**src/rtl/spi_master.sv**
```systemverilog
// spi_master: byte-wide SPI mode-0 master (CPOL=0, CPHA=0), drives sclk/cs_n/mosi, samples miso.
// Latency: start accept edge T0 -> done pulse at T0 + 17*CLK_DIV clk cycles.
// Backpressure: start is taken only while busy=0; a start seen while busy is dropped, never queued.
//
// Ports:
//   clk, rst        system clock (rising edge), asynchronous active-low reset
//   start, din      one-cycle transfer request and the byte to send (captured on accept)
//   busy, done      busy spans accept..done edge; done pulses one cycle as dout updates
//   dout            last received byte, held until the next done
//   sclk, cs_n      serial clock (idles low) and active-low chip select
//   mosi, miso      serial data out / in
//
// Build option: define SPI_MASTER_MSB_FIRST_EN to shift MSB first in both directions;
// undefined (default) shifts LSB first. Timing and handshakes are the same in both builds.

module spi_master #(
  parameter int CLK_DIV = 4
) (
  input  logic       clk,
  input  logic       rst,
  input  logic       start,
  input  logic [7:0] din,
  input  logic       miso,
  output logic       busy,
  output logic       done,
  output logic [7:0] dout,
  output logic       sclk,
  output logic       cs_n,
  output logic       mosi
);

  localparam int CW = $clog2(CLK_DIV + 1);
  localparam logic [CW-1:0] DIV_LAST = CW'(CLK_DIV - 1);

  localparam logic [2:0] S_IDLE  = 3'd0;
  localparam logic [2:0] S_SETUP = 3'd1;
  localparam logic [2:0] S_HIGH  = 3'd2;
  localparam logic [2:0] S_LOW   = 3'd3;
  localparam logic [2:0] S_HOLD  = 3'd4;

  logic [2:0]    state;
  logic [CW-1:0] div_cnt;
  logic [3:0]    bit_cnt;
  logic [7:0]    tx_sh;
  logic [7:0]    rx_sh;

  // Bit-order dependent datapath: the bit presented first, the TX register
  // after a shift, the bit that shift exposes on mosi, and the RX register
  // after absorbing the current miso sample.
  logic       first_bit;
  logic [7:0] tx_shifted;
  logic       next_bit;
  logic [7:0] rx_next;

  always_comb begin
    first_bit  = 1'b0;
    tx_shifted = 8'h00;
    next_bit   = 1'b0;
    rx_next    = 8'h00;
`ifdef SPI_MASTER_MSB_FIRST_EN
    first_bit  = din[7];
    tx_shifted = {tx_sh[6:0], 1'b0};
    next_bit   = tx_sh[6];
    rx_next    = {rx_sh[6:0], miso};
`else
    first_bit  = din[0];
    tx_shifted = {1'b0, tx_sh[7:1]};
    next_bit   = tx_sh[1];
    rx_next    = {miso, rx_sh[7:1]};
`endif
  end

  // Every non-idle state lasts exactly CLK_DIV cycles; tick marks its last one.
  logic tick;
  assign tick = (div_cnt == DIV_LAST);

  always_ff @(posedge clk or negedge rst) begin
    if (!rst) begin
      state   <= S_IDLE;
      div_cnt <= '0;
      bit_cnt <= 4'd0;
      tx_sh   <= 8'h00;
      rx_sh   <= 8'h00;
      busy    <= 1'b0;
      done    <= 1'b0;
      dout    <= 8'h00;
      sclk    <= 1'b0;
      cs_n    <= 1'b1;
      mosi    <= 1'b0;
    end else begin
      // done is a single-cycle strobe; only the HOLD exit raises it.
      done <= 1'b0;

      case (state)
        S_IDLE: begin
          div_cnt <= '0;
          if (start) begin
            tx_sh   <= din;
            rx_sh   <= 8'h00;
            bit_cnt <= 4'd0;
            cs_n    <= 1'b0;
            busy    <= 1'b1;
            mosi    <= first_bit;
            state   <= S_SETUP;
          end
        end

        // First bit already sits on mosi; give the slave one half-period of
        // setup before the first rising edge.
        S_SETUP: begin
          if (tick) begin
            div_cnt <= '0;
            sclk    <= 1'b1;
            state   <= S_HIGH;
          end else begin
            div_cnt <= div_cnt + 1'b1;
          end
        end

        // Sample miso and drop sclk on the same edge; the falling edge is also
        // where mosi moves to the next bit.
        S_HIGH: begin
          if (tick) begin
            div_cnt <= '0;
            rx_sh   <= rx_next;
            sclk    <= 1'b0;
            bit_cnt <= bit_cnt + 4'd1;
            if (bit_cnt == 4'd7) begin
              state <= S_HOLD;
            end else begin
              tx_sh <= tx_shifted;
              mosi  <= next_bit;
              state <= S_LOW;
            end
          end else begin
            div_cnt <= div_cnt + 1'b1;
          end
        end

        S_LOW: begin
          if (tick) begin
            div_cnt <= '0;
            sclk    <= 1'b1;
            state   <= S_HIGH;
          end else begin
            div_cnt <= div_cnt + 1'b1;
          end
        end

        // Keep cs_n low one more half-period after the last falling edge so
        // the slave sees a clean hold time before deselect.
        S_HOLD: begin
          if (tick) begin
            div_cnt <= '0;
            cs_n    <= 1'b1;
            dout    <= rx_sh;
            done    <= 1'b1;
            busy    <= 1'b0;
            mosi    <= 1'b0;
            state   <= S_IDLE;
          end else begin
            div_cnt <= div_cnt + 1'b1;
          end
        end

        default: begin
          div_cnt <= '0;
          state   <= S_IDLE;
        end
      endcase
    end
  end

endmodule

```
**config.mk**
```make
export PLATFORM = sky130hd
export DESIGN_NAME = spi_master
export DESIGN_NICKNAME = d
export VERILOG_FILES = /design/src/rtl/spi_master.sv
export SDC_FILE = /design/constraint.sdc
export NUM_CORES = 1
export LEC_CHECK = 0
export CELL_PAD_IN_SITES_DETAIL_PLACEMENT = 1
export CELL_PAD_IN_SITES_GLOBAL_PLACEMENT = 1
export CORE_MARGIN = 2
export CORE_UTILIZATION = 45
export CTS_BUF_LIST = sky130_fd_sc_hd__clkbuf_4
export DETAILED_ROUTE_END_ITERATION = 12
export PLACE_DENSITY = 0.8
export SYNTH_ARGS = -nofsm -noshare
export SYNTH_HDL_FRONTEND = slang
export SYNTH_SLANG_ARGS = --single-unit
```
**constraint.sdc**
```tcl
create_clock -name clk -period 2.4 [get_ports clk]
set_clock_uncertainty 0.2 [all_clocks]
set_input_delay 0.6 -clock clk [delete_from_list [all_inputs] [get_ports clk]]
set_output_delay 0.6 -clock clk [all_outputs]
set_load 0.01 [all_outputs]
```
==> qor.txt, run 1 <==
post-synthesis instance total -> 130
clock-pin slew on the worst setup and hold paths -> 0.11 ns
initial antenna violation count -> 0
Worst path top cell family by delay -> flip-flops
setup TNS -> 0 ns
crit-path max FO -> 2
HP Class -> in2async
Worst path max stage delay -> 0.55 ns
Worst VDD drop -> 0.6967 mV
Distinct cells, synth -> 37
first-pass GRT wire length -> 6.030 mm
Pre-antenna DRT Iters -> 4
Initial DRC Count -> 45
Worst setup SP type -> register
Post-synth top flop -> dfrtp_1
outcome -> completed
CP required -> 1.60 ns
Max-slew headroom -> 66.75%
vias per cell -> 5.327
Max-Cap Viols -> 0
Power Density -> 1149 mW/mm²
DRC Markers -> 0
post_cts resized -> 0
RSZ-0062 raised after global routing -> no
Finished Layout Cells -> 211
total number of vias -> 1124
grt ovf -> 0
Max Freq -> 0.4507 GHz
clk_lat worst skew -> 0.34 ns
PortBufs -> 24
crit-path cells -> clkdlybuf4s50_1
share of cells above drive strength 1 -> 26.99%
syn_nets -> 144
Fin. Hold Viols -> 0
Post-Route WL -> 3.334 mm
Synth Register Bits -> 38
I/O pin count -> 25
Rows -> 22
fraction of registers with async set/reset -> 100.0%
hold slack final -> 0.08771 ns
routability-driven placement congestion ratio -> 0.8431
Pleak -> 0.9837 nW
Worst R2R End -> mosi
crit path capture type -> primary output
Synth area leader -> dfrtp_1
DIE WIDTH -> 65.31 µm
total die area -> 0.004265 mm²
Syn Std Cell Area -> 0.001692 mm²
area added between synthesis and finish -> 23.82%
warning count from the yosys run -> 0
period utilisation layout -> 92.46%
Reg2Reg Setup Slack -> 0.28 ns
# nets final -> 176
Post-DP HPWL -> 2.345 mm
ant diodes -> 0
worst slew pin tran -> 0.4982 ns
Inst Count DP -> 203
Worst Path Arrival -> 1.42 ns
CTS tree -> done
CTS buffer count -> 5
Register-to-Register Path Depth -> 5
Area contributors post-synth -> dfrtp_1, mux2_2, a22o_1
CTS HTree Levels -> 2
Root Buffer -> clkbuf_4
Routed WL per cell -> 15.80 µm
cts hold-fix bufs -> 0
DRT antenna net count -> 0
commonest cells in the netlist -> dfrtp_1, mux2_2, nor2_1
Slew Limit Fails -> 0
Crit Reg-Reg Startpoint -> div_cnt[0]
post-CTS setup buffer count -> 0
Setup violations, final -> 0
top-count cell post-synth -> dfrtp_1
Setup CP Type -> reg2out
synthesized area per cell -> 13.01 µm²
Tmin final -> 2.219 ns
Slowest-stage cell, CP -> dfstp_2
total track usage -> 18.89%
vias in the first global route -> 1231
clk buf depth -> 2
initial core utilization -> 46.56%
Seq/Total Area, Yosys -> 56.29%
buffers plus inverters on the worst setup path -> 1
core footprint -> 0.003633 mm²
Post-synth EDFFs -> 0
largest net degree at the start of global routing -> 39
Yosys top cell area share -> 54.73%
# clock sinks -> 38
Die Y -> 65.31 µm
[registers in the layout, indices dropped and copies added, names as in the netlist]
| signal | count |
|---|---|
| bit_cnt | 4 |
| tx_sh | 7 |
| dout | 8 |
| div_cnt | 3 |
| mosi | 1 |
| cs_n | 1 |
| state | 3 |
| done | 1 |
| rx_sh | 8 |
| busy | 1 |
| sclk | 1 |
[routing by layer]
metal  vias to the layer above  wire (µm)  track usage (%)
met4                         0         69            7.813
met5                         -          0                0
li1                        522          -                -
met3                         9        123            5.993
met2                        24       1679            29.85
met1                       569       1462            24.04
[final cells by class]
type / instances / area [µm²]
Fill cell: 384 / 1539
Clock buffer: 5 / 37.54
Sequential cell: 38 / 952.2
Tap cell: 48 / 60.06
Inverter: 4 / 15.01
Multi-Input combinational cell: 82 / 678.2
Clock inverter: 3 / 63.81
Timing Repair Buffer: 31 / 287.8
[worst max-delay path by stage]
stage | depth (start not counted) | to | start
after floorplan | 5 | mosi | div_cnt[0]
after global placement | 5 | mosi | start
after detailed placement | 5 | mosi | start
after CTS | 1 | cs_n | cs_n
after global routing | 1 | cs_n | cs_n
final | 1 | cs_n | cs_n
[kinds of logic after synthesis]
group,Yosys count,share of synthesized area [%]
DFF,38,56.29
and+or+nand+nor,31,11.32
AOI/OAI and AO/OA,24,11.09
muxes,22,14.65
buffers and inverters,10,3.623
xor gates and xnor gates,3,1.554
adders and majority gates,2,1.479
[cell usage in the layout, fill, tap and decap left out, types with 2 or more instances in the layout]
cell,instances
mux2_2,21
nor2_1,11
inv_1,4
ha_1,2
a21oi_1,3
dfrtp_1,37
xor2_1,3
buf_4,7
bufinv_16,2
clkbuf_4,5
a22oi_1,2
nor2b_1,2
nand3_1,2
o21ai_0,4
and3b_1,2
a22o_1,10
and3_1,2
clkdlybuf4s50_1,23
[where the power goes]
| part | internal (mW) | leakage (nW) | switching, mW | total [mW] |
|---|---|---|---|---|
| registers | 0.837 | 0.486 | 0.147 | 0.984 |
| clock network | 0.321 | 0.0528 | 0.211 | 0.532 |
| logic | 0.472 | 0.444 | 0.418 | 0.890 |
[per-stage QoR]
stage / instance area [µm²] / utilization (%) / power (mW) / setup WS (ns)
2_1_floorplan: 1692 / - / 1.636 / 0.4705
3_3_place_gp: 1993 / 54.86 / 1.820 / 0.06380
3_5_place_dp: 1993 / 54.86 / 1.882 / 0.01715
4_1_cts: 2095 / 57.64 / 2.431 / 0.1567
5_1_grt: 2095 / 57.64 / 2.585 / 0.1205
6_report: 2095 / 57.64 / 2.406 / 0.1811
Note: power is estimated with default switching activity, not from simulation.
==> inputs of run 2 (changes only) <==
CORE_ASPECT_RATIO = 0.7   (was default)
==> qor.txt, run 2 (synthesized netlist as in run 1, its figures left out) <==
share of cells above drive strength 1 -> 27.61%
Fin. Hold Viols -> 0
Worst VDD drop -> 0.7151 mV
Comb power frac -> 38.0%
most common cell after layout, fill and taps aside -> dfrtp_1
Final Cell Area -> 0.002078 mm²
CTS HTree Levels -> 2
vias in the first global route -> 1128
PortBufs -> 24
Max-Cap Viols -> 0
Post-DP HPWL -> 2.360 mm
Die Y -> 55.30 µm
Pwr Total -> 2.318 mW
largest net degree at the start of global routing -> 39
crit-path cells -> clkdlybuf4s50_1
Max-slew headroom -> 68.16%
post_cts resized -> 0
Setup CP Type -> reg2out
# nets final -> 176
Initial DRC Count -> 50
FILL cells -> 386
outcome -> completed
Routed WL per cell -> 15.51 µm
commonest non-fill, non-tap cells in the layout -> dfrtp_1, clkdlybuf4s50_1, mux2_2, nor2_1, a22o_1
Slowest-stage cell, CP -> dfstp_2
Sw Share -> 34.18%
buffers plus inverters on the worst setup path -> 1
CTS buffer count -> 5
initial antenna violation count -> 0
final core occ -> 58.40%
I/O pin count -> 25
period utilisation layout -> 92.90%
worst slew pin tran -> 0.4771 ns
DRC Markers -> 0
cts hold-fix bufs -> 0
initial core utilization -> 47.54%
DRT antenna net count -> 0
total track usage -> 17.12%
final worst slack -> 0.1704 ns
Max Freq -> 0.4485 GHz
DIE WIDTH -> 77.28 µm
Pleak -> 0.9683 nW
Worst setup SP type -> register
# clock sinks -> 38
RSZ-0062 raised after global routing -> no
area added between synthesis and finish -> 22.85%
clock network power share -> 19.3%
Tmin final -> 2.230 ns
post-CTS setup buffer count -> 0
CTS tree -> done
Worst path top cell family by delay -> flip-flops
core footprint -> 0.003558 mm²
total die area -> 0.004273 mm²
Pre-antenna DRT Iters -> 6
internal power -> 1.526 mW
clk_lat worst skew -> 0.36 ns
ant diodes -> 0
setup TNS -> 0 ns
Root Buffer -> clkbuf_4
vias per cell -> 5.272
Slew Limit Fails -> 0
Rows -> 18
first-pass GRT wire length -> 5.623 mm
Power Density -> 1115 mW/mm²
crit path capture type -> primary output
total number of vias -> 1123
P_sw -> 792.5 µW
Post-Route WL -> 3.303 mm
Worst Path Arrival -> 1.43 ns
HP Class -> in2async
DP Area -> 0.001996 mm²
CP required -> 1.60 ns
clock-pin slew on the worst setup and hold paths -> 0.12 ns
routability-driven placement congestion ratio -> 0.7840
crit-path max FO -> 2
Worst path max stage delay -> 0.55 ns
grt ovf -> 0
Seq pwr share -> 42.7%
clk buf depth -> 2
Setup violations, final -> 0
largest registers -> dout x8, rx_sh x8, tx_sh x7
Setup WS pre-CTS -> 0.03260 ns
-- run 2: cell count changes in the layout (fill, tap and decap cells not counted) --
cell,previous run,this run
clkinvlp_4,0,2
bufinv_16,2,1
clkinv_1,1,0
-- run 2: path summary, 6_finish.rpt --
check                                start         end  slack [ns]  cells after the start
worst max-delay path                  cs_n        cs_n        0.17                      1
worst min register to register  div_cnt[0]  div_cnt[0]        0.25                      1
worst max register to register    state[1]    tx_sh[4]        0.33                      3
min in group clk                div_cnt[0]  div_cnt[0]        0.25                      1
worst min-delay path                   rst        sclk        0.06                      2
max in group asynchronous              rst        cs_n        1.57                      2
-- run 2: cell type report --
type	count	area, µm²	area share (%)
clock buffer	5	37.54	1.806
clock inverter	3	45.04	2.167
inverter	4	15.01	0.7225
multi-input combinational	82	678.2	32.63
sequential	38	952.2	45.82
tap	50	62.56	3.010
timing repair buffer	31	287.8	13.85
-- run 2: routing by layer --
metal  up-vias  track usage [%]  wire, µm
met3         5            6.699       198
met2        34            24.35      1463
met4         0            4.592        39
li1        523                -         -
met1       561            24.51      1601
met5         -                0         0
-- run 2: power groups by stage --
stage	Combinational [mW]	Sequential [mW]	Clock, mW
after floorplan	0.690	0.946	0
after CTS	0.897	0.989	0.459
after global routing	0.970	1.02	0.495
after global placement	0.841	0.984	0
final	0.882	0.990	0.447
after detailed placement	0.885	0.998	0
-- run 2: metrics by stage --
| step | hold WS (ns) | cells |
|---|---|---|
| 3_5_place_dp | 0.2404 | 205 |
| 2_1_floorplan | 0.1044 | 130 |
| 4_1_cts | 0.08168 | 213 |
| 6_report | 0.05849 | 213 |
| 3_3_place_gp | 0.2244 | 205 |
| 5_1_grt | 0.07337 | 213 |
==> inputs of run 3 (changes only) <==
clock period = 2.2 ns   (was 2.4 ns; I/O delays follow)
==> qor.txt, run 3 (synthesized netlist as in run 1, its figures left out) <==
total track usage -> 17.64%
CTS tree -> done
Setup violations, final -> 0
Worst VDD drop -> 0.7052 mV
Power Density -> 1161 mW/mm²
FILL cells -> 389
area added between synthesis and finish -> 23.15%
clock-pin slew on the worst setup and hold paths -> 0.11 ns
Slowest-stage cell, CP -> clkdlybuf4s50_1
Register-to-Register Path Depth -> 5
Die Y -> 55.30 µm
initial antenna violation count -> 0
# nets final -> 178
crit-path max FO -> 2
Initial DRC Count -> 54
PortBufs -> 24
largest registers -> dout x8, rx_sh x8, tx_sh x7
Setup CP Type -> reg2out
Routed WL per cell -> 15.61 µm
RSZ-0062 raised after global routing -> no
most common cell after layout, fill and taps aside -> dfrtp_1
Tmin final -> 2.027 ns
DP Area -> 0.002016 mm²
CTS buffer count -> 5
Reg2Reg Setup Slack -> 0.18 ns
clk buf depth -> 2
Worst path top cell family by delay -> buffers and inverters
largest net degree at the start of global routing -> 23
initial core utilization -> 47.54%
Post-DP HPWL -> 2.481 mm
Slew Limit Fails -> 0
HP Class -> reg2reg
Max-Cap Viols -> 0
share of cells above drive strength 1 -> 27.88%
Root Buffer -> clkbuf_4
vias per cell -> 5.330
Worst setup SP type -> register
commonest non-fill, non-tap cells in the layout -> dfrtp_1, clkdlybuf4s50_1, mux2_2, nor2_1, a22o_1
CP required -> 1.45 ns
clk_lat worst skew -> 0.35 ns
ant diodes -> 0
worst slew pin tran -> 0.4889 ns
Crit Reg-Reg Startpoint -> div_cnt[0]
final worst slack -> 0.1729 ns
Worst R2R End -> mosi
post-CTS setup buffer count -> 0
DRC Markers -> 0
worst hold endpoint -> div_cnt[0]
first-pass GRT wire length -> 5.775 mm
Max-slew headroom -> 67.37%
period utilisation layout -> 92.14%
Post-Route WL -> 3.356 mm
buffers plus inverters on the worst setup path -> 1
grt ovf -> 0
CTS HTree Levels -> 2
crit-path cells -> clkdlybuf4s50_1
# clock sinks -> 38
Hold Path Depth -> 1
routability-driven placement congestion ratio -> 0.7705
Max Freq -> 0.4933 GHz
DRT antenna net count -> 0
Hold Startpoint -> div_cnt[0]
crit path capture type -> primary output
Setup WS pre-CTS -> -0.1150 ns
total number of vias -> 1146
vias in the first global route -> 1225
total die area -> 0.004273 mm²
I/O pin count -> 25
Pleak -> 0.9966 nW
Worst path max stage delay -> 0.55 ns
Rows -> 18
Fin. Hold Viols -> 0
core footprint -> 0.003558 mm²
outcome -> completed
Pre-antenna DRT Iters -> 4
DIE WIDTH -> 77.28 µm
Worst Path Arrival -> 1.28 ns
Final Cell Area -> 0.002083 mm²
[run 3: cell count changes in the layout (fill, tap and decap cells not counted), sizes merged]
cell,before,now
dlymetal6s2s,0,1
dlygate4sd3,0,1
clkinvlp,2,0
clkinv,0,2
bufinv,1,0
clkdlybuf4s50,23,22
buf,8,9
clkbuf,5,6
[run 3: final cells by class]
cell class | instances | area (µm²) | share of cell area, %
Clock buffer | 6 | 45.04 | 2.162
Multi-Input combinational cell | 82 | 678.2 | 32.55
Sequential cell | 38 | 952.2 | 45.71
Timing Repair Buffer | 33 | 320.3 | 15.38
Tap cell | 50 | 62.56 | 3.003
Clock inverter | 2 | 10.01 | 0.4805
Inverter | 4 | 15.01 | 0.7207
[run 3: how the worst max path moves through the flow]
| stage | to | depth (start not counted) | start | slack [ns] |
|---|---|---|---|---|
| 6_report | mosi | 1 | mosi | 0.17 |
| 2_1_floorplan | mosi | 5 | div_cnt[0] | 0.27 |
| 3_3_place_gp | mosi | 5 | start | -0.09 |
| 3_5_place_dp | mosi | 5 | start | -0.11 |
| 5_1_grt | mosi | 5 | div_cnt[0] | 0.07 |
| 4_1_cts | cs_n | 1 | cs_n | 0.01 |
[run 3: timing repair]
item / CTS / global route
endpoints found under the hold margin: 15 / 0
hold buffers: 1 / 0
setup endpoints to repair: 0 / 1
resized for setup: 0 / 1
[run 3: per-layer routing]
| layer | track usage [%] | vias up | share of wire [%] |
|---|---|---|---|
| li1 | - | 531 | - |
| met1 | 23.64 | 581 | 48 |
| met2 | 27.70 | 27 | 45 |
| met3 | 5.392 | 7 | 5.2 |
| met4 | 5.612 | 0 | 1.9 |
| met5 | 0 | - | 0 |
[run 3: metrics by stage]
step	instances	setup TNS [ns]	power (mW)	hold WS [ns]	utilization (%)
finish	215	0	2.418	0.2488	58.54
global route	215	0	2.598	0.2832	58.54
CTS	215	0	2.437	0.2565	58.47
detailed placement	206	-0.4504	2.072	0.2388	56.65
global placement	206	-0.3428	2.005	0.2247	56.65
floorplan	130	0	1.785	0.05441	-
[run 3: report_power, final]
| part | internal, mW | total (mW) | switching (mW) |
|---|---|---|---|
| registers | 0.913 | 1.07 | 0.157 |
| clock network | 0.134 | 0.361 | 0.227 |
| logic | 0.525 | 0.987 | 0.462 |
